$ cat config.mk
export PLATFORM = sky130hd
export DESIGN_NAME = pipe_core_param
export DESIGN_NICKNAME = d
export VERILOG_FILES = /design/src/rtl/pipe_core_param.sv
export SDC_FILE = /design/constraint.sdc
export NUM_CORES = 1
export LEC_CHECK = 0
export CORE_MARGIN = 3
export CORE_UTILIZATION = 40
export DETAILED_ROUTE_END_ITERATION = 8
export GPL_TIMING_DRIVEN = 0
export PLACE_DENSITY = 0.56
export REMOVE_ABC_BUFFERS = 1
export SKIP_CTS_REPAIR_TIMING = 1
export SLEW_MARGIN = 20
export SYNTH_ARGS = -nofsm -noshare
export SYNTH_HDL_FRONTEND = slang
export SYNTH_SLANG_ARGS = --single-unit
$ cat constraint.sdc
create_clock -name clock -period 12.9 [get_ports clock]
set_input_delay 2.58 -clock clock [delete_from_list [all_inputs] [get_ports clock]]
set_output_delay 2.58 -clock clock [all_outputs]
set_load 0.02 [all_outputs]
$ cat src/rtl/pipe_core_param.sv
// pipe_core_param: 4-stage (F/D/E/W) accumulator-style core with forwarding,
// a stalling data-memory handshake, halt on STOP and cycle/retire counters.
module pipe_core_param #(
    parameter int DW = 8,
    parameter int AW = 8,
    parameter int CW = 16
) (
    input  logic          clock,
    input  logic          reset,
    output logic [AW-1:0] imem_addr,
    input  logic [7:0]    imem_rdata,
    output logic          dmem_req,
    output logic          dmem_we,
    output logic [AW-1:0] dmem_addr,
    output logic [DW-1:0] dmem_wdata,
    input  logic          dmem_ack,
    input  logic [DW-1:0] dmem_rdata,
    input  logic [1:0]    dbg_sel,
    output logic [DW-1:0] dbg_data,
    output logic          halted,
    output logic [CW-1:0] cycle_count,
    output logic [CW-1:0] retired_count
);
    logic [DW-1:0] rf [4];
    logic [AW-1:0] pc, d_pc, e_pc;
    logic [7:0]    d_ir, e_ir;
    logic          d_valid, e_valid, w_valid, w_we;
    logic [1:0]    e_ra, e_rb, w_rd;
    logic [DW-1:0] e_a, e_b, w_res;
    logic          flag_n, flag_z;

    logic [1:0]    d_ra, d_rb;
    logic [DW-1:0] rd_a, rd_b, a, b, alu;
    logic [3:0]    op;
    logic          is_ori, is_load, is_store, is_add, is_sub, is_nand, is_stop;
    logic          sets_flags, writes, taken, stop, stall;
    logic [AW-1:0] target;

    // ORI implicitly reads and writes k1, so its source is steered here
    always_comb begin
        d_ra = (d_ir[2:0] == 3'b111) ? 2'd1 : d_ir[7:6];
        d_rb = d_ir[5:4];
        rd_a = (w_valid && w_we && w_rd == d_ra) ? w_res : rf[d_ra];
        rd_b = (w_valid && w_we && w_rd == d_rb) ? w_res : rf[d_rb];
    end

    always_comb begin
        op         = e_ir[3:0];
        is_ori     = op[2:0] == 3'b111;
        is_load    = op == 4'b0000;
        is_store   = op == 4'b0010;
        is_add     = op == 4'b0100;
        is_sub     = op == 4'b0110;
        is_nand    = op == 4'b1000;
        is_stop    = op == 4'b0001;
        sets_flags = is_add || is_sub || is_nand || is_ori;
        writes     = sets_flags || is_load;
        a          = (w_valid && w_we && w_rd == e_ra) ? w_res : e_a;
        b          = (w_valid && w_we && w_rd == e_rb) ? w_res : e_b;
        alu        = is_add ? a + b : is_sub ? a - b : is_nand ? ~(a & b) : a | DW'(e_ir[7:3]);
        taken      = e_valid && ((op == 4'b0101 && flag_z) || (op == 4'b1001 && !flag_z) ||
                                 (op == 4'b1101 && !flag_n));
        target     = e_pc + AW'(1) + AW'(signed'(e_ir[7:4]));
        stop       = e_valid && is_stop;
        dmem_req   = e_valid && (is_load || is_store);
        stall      = dmem_req && !dmem_ack;
    end

    assign imem_addr  = pc;
    assign dmem_we    = is_store;
    assign dmem_addr  = b[AW-1:0];
    assign dmem_wdata = a;
    assign dbg_data   = rf[dbg_sel];

    always_ff @(posedge clock or posedge reset) begin
        if (reset) begin
            rf            <= '{default: '0};
            pc            <= '0;
            d_pc          <= '0;
            e_pc          <= '0;
            d_ir          <= '0;
            e_ir          <= '0;
            d_valid       <= 1'b0;
            e_valid       <= 1'b0;
            w_valid       <= 1'b0;
            w_we          <= 1'b0;
            e_ra          <= '0;
            e_rb          <= '0;
            w_rd          <= '0;
            e_a           <= '0;
            e_b           <= '0;
            w_res         <= '0;
            flag_n        <= 1'b0;
            flag_z        <= 1'b0;
            halted        <= 1'b0;
            cycle_count   <= '0;
            retired_count <= '0;
        end else if (!halted) begin
            cycle_count <= cycle_count + CW'(1);
            if (w_valid)
                retired_count <= retired_count + CW'(1);
            if (w_valid && w_we)
                rf[w_rd] <= w_res;
            if (e_valid && sets_flags) begin
                flag_n <= alu[DW-1];
                flag_z <= alu == '0;
            end
            w_valid <= e_valid && !stall && !is_stop;
            w_we    <= writes;
            w_rd    <= e_ra;
            w_res   <= is_load ? dmem_rdata : alu;
            if (stop) begin
                halted  <= 1'b1;
                d_valid <= 1'b0;
                e_valid <= 1'b0;
            end else if (stall) begin
                // keep held operands current while the W-stage writer drains
                e_a <= a;
                e_b <= b;
            end else begin
                pc      <= taken ? target : pc + AW'(1);
                d_valid <= !taken;
                d_ir    <= imem_rdata;
                d_pc    <= pc;
                e_valid <= d_valid && !taken;
                e_ir    <= d_ir;
                e_pc    <= d_pc;
                e_ra    <= d_ra;
                e_rb    <= d_rb;
                e_a     <= rd_a;
                e_b     <= rd_b;
            end
        end
    end
endmodule

==> flow_summary.json <==
{
  "synth_flop_cell": "dfrtp_1",
  "path_buf_inv": 2,
  "wl_per_cell_um": 16.6,
  "synth_top_area_cell": "dfrtp_1",
  "busiest_layer": "met2",
  "place_ws_ns": 5.69,
  "ant_nets": 0,
  "leakage_nw": 4.29,
  "hold_path_depth": 2,
  "irDropWorstVdd_uv": 117,
  "core_um2": 19600,
  "grt_use_met2": 0.280,
  "crit_fanout": 8,
  "async_flop_share": 1.00,
  "power.internal_mw": 1.43,
  "startpoint_type": "primary input",
  "overflow": 0,
  "cts_tree": "done",
  "r2r_slack_ns": 8.72,
  "r2r-end": "flag_z$_DFFE_PP0P_",
  "nFillCells": 1867,
  "buffer_ports.inserted": 87,
  "path_class": "in -> out",
  "cp.arrival_ns": 4.60,
  "worstMarginPinSlew_ns": 1.10,
  "start_util": 0.410,
  "grt_usage": 0.186,
  "die_y_um": 148,
  "fp.dieArea_um2": 21800,
  "setup_ws_ns": 5.72,
  "crit_end": "dbg_data[0]",
  "ys_types": 60,
  "synth_top_area_share": 0.433,
  "max_freq_mhz": 139,
  "cts_buffer_depth": 2,
  "grt.met1_usage": 0.268,
  "antenna_found_initial": 0,
  "wl_mm": 19.5,
  "clk_pin_slew_ns": 0.06,
  "fin_worst_skew_ns": 0.0109,
  "grt_max_degree": 100,
  "pin_count": 88,
  "syn_to_final_growth_pct": 21.5,
  "share_comb_of_total_power": 0.481,
  "fin_crit_sh": 0.557,
  "vias": 6125,
  "clock_latency_ns": 0.42,
  "drtIter0Drc": 441,
  "status": "completed",
  "use_met3": 0.0429,
  "finalCriticalPeriod_ns": 7.18,
  "synth.avg_cell_area_um2": 9.69,
  "cts_root_buffer": "clkbuf_16",
  "r2r-start": "w_rd[0]$_DFFE_PP0N_",
  "seq_area_frac_synth": 0.433,
  "crit_chain": "clkdlybuf4s50_1 > mux4_2 > clkdlybuf4s50_1",
  "pwr-share-clk": 0.188,
  "layout.nets": 944,
  "antennaDiodeCount": 0,
  "place.gp.congestion": 0.872,
  "cts_buffers": 17,
  "grt_pass1_vias": 5847,
  "place_hpwl_mm": 13.9,
  "worstSetupPathDepth": 3,
  "final_hold_viol_count": 0,
  "worstPathRequired_ns": 10.32,
  "cts.sinks": 139,
  "drive_gt1_frac": 0.140,
  "die_w_um": 148,
  "dr.pass1.iters": 6,
  "finalSetupViolCount": 0,
  "synth_edf_count": 0,
  "slowest_stage": "clkdlybuf4s50_1",
  "rsz0062_at_grt": "no",
  "min_path_type": "reg -> reg",
  "synth_area_um2": 8040,
  "p_switching_mw": 1.07,
  "worst_path_dominant_cell_family": "buffers and inverters",
  "cts_max_level": 4,
  "slowest_delay_ns": 0.85,
  "fin_setup_tns_ns": 0,
  "syn_inst": 830,
  "post-route-drc-count": 0,
  "grt_pass1_wl_mm": 32.2,
  "via_per_inst": 5.21,
  "cpMostUsedCell": "clkdlybuf4s50_1",
  "pwr-share-seq": 0.331,
  "synth_area_leaders": "dfrtp_1 (43%), nand2_1 (7.6%), mux2_2 (6.4%)",
  "max_cap_violations": 0,
  "end_kind": "output pin",
  "ff2ff_path_depth": 14,
  "relSlewSlack": 0.262,
  "swShare": 0.428,
  "ys_ff_latch": 139,
  "synth_warnings": 0,
  "critPathLaunch": "dbg_sel[0]",
  "drv_slew": 0,
  "num_rows": 51,
  "power.density_nw_per_um2": 256
}
==> flip-flops by register name, indices dropped and copies added (netlist names) <==
register / count
e_ir: 8
retired_count: 16
e_pc: 8
imem_addr: 8
w_valid: 1
e_ra: 2
e_valid: 1
halted: 1
d_ir: 8
w_rd: 2
cycle_count: 16
w_res: 8
w_we: 1
e_a: 8
e_b: 8
flag_z: 1
d_valid: 1
rf: 32
flag_n: 1
d_pc: 8
==> cells in the mapped netlist, types with 13 or more instances <==
cell        n
a211oi_1   13
a21oi_1    49
clkbuf_1   43
dfrtp_1   139
ha_1       23
inv_1      27
mux2_2     46
mux2i_1    22
mux4_2     16
nand2_1   162
nor2_1     45
nor3_1     13
o21ai_0    50
xnor2_1    33
xor2_1     16
==> routing by layer <==
metal / vias up / wire (um)
met1: 2943 / 9620
met3: 17 / 895
met5: - / 0
met2: 120 / 8740
met4: 0 / 254
li1: 3045 / -
==> worst min-delay path by stage <==
stage / start / endpoint / slack (ns)
floorplan: d_ir[3]$_DFFE_PP0P_ / e_ir[3]$_DFFE_PP0P_ / 0.44
global route: d_pc[4]$_DFFE_PP0P_ / e_pc[4]$_DFFE_PP0P_ / 0.48
global placement: d_pc[4]$_DFFE_PP0P_ / e_pc[4]$_DFFE_PP0P_ / 0.45
finish: d_pc[6]$_DFFE_PP0P_ / e_pc[6]$_DFFE_PP0P_ / 0.46
CTS: d_pc[6]$_DFFE_PP0P_ / e_pc[6]$_DFFE_PP0P_ / 0.47
detailed placement: d_pc[6]$_DFFE_PP0P_ / e_pc[6]$_DFFE_PP0P_ / 0.45
==> logic make-up after synthesis <==
kind of cell | Yosys count | synth area share
AOI/OAI and AO/OA | 162 | 0.122
xor gates and xnor gates | 52 | 0.0622
buffers and inverters | 75 | 0.0369
adders and majority gates | 26 | 0.0433
muxes | 86 | 0.140
and+or+nand+nor | 290 | 0.163
DFF | 139 | 0.433
==> power groups by stage <==
| stage | sequential, mW | clock, mW | combinational, mW |
|---|---|---|---|
| after floorplan | 0.794 | 0 | 0.821 |
| after global placement | 0.831 | 0 | 1.17 |
| after detailed placement | 0.833 | 0 | 1.21 |
| after CTS | 0.826 | 0.481 | 1.22 |
| after global routing | 0.860 | 0.502 | 1.34 |
| final | 0.826 | 0.469 | 1.20 |
==> worst register-to-register path, cell delays in order (launching register included) <==
cell and delay (ns):
dfrtp_1 0.67, xor2_2 0.17, nor3_2 0.62, mux2_2 0.38, inv_1 0.13, fa_1 0.45
nor2_1 0.10, nor2_1 0.04, o21ai_0 0.25, mux2i_1 0.14, xnor2_1 0.18, o21ai_1 0.12
or4_1 0.51, nor4b_2 0.23, a22o_1 0.15
==> final cells by class <==
class	instances	area (um^2)	share of cell area
inverter	27	109	0.0111
clock inverter	13	119	0.0122
clock buffer	19	443	0.0453
sequential	139	3480	0.356
tap	265	332	0.0339
multi-input combinational	616	4300	0.440
timing repair buffer	96	988	0.101
==> layout by cell type (no fill, tap or decap), drive strengths merged, types with 6 or more instances in the layout <==
cell             n
nand4            9
mux2            48
a211oi          13
o21ai           52
mux2i           22
xor2            17
ha              23
nand2          164
nand2b           7
o22ai            6
nor2b            7
mux4            16
nor2            45
clkdlybuf4s50   87
xnor2           35
a21oi           50
inv             30
and2             9
clkbuf          19
nor3            14
nand3           13
buf              9
dfrtp          139
==> through the flow <==
stage	cells	area (um^2)	power, mW	utilization	hold WS (ns)
floorplan	782	7850	1.61	-	0.439
global placement	1134	9050	2.00	0.462	0.448
detailed placement	1143	9210	2.04	0.470	0.451
CTS	1175	9770	2.52	0.499	0.467
global route	1175	9770	2.70	0.499	0.483
finish	1175	9770	2.50	0.499	0.461
Power figures use the tool's default switching activity.
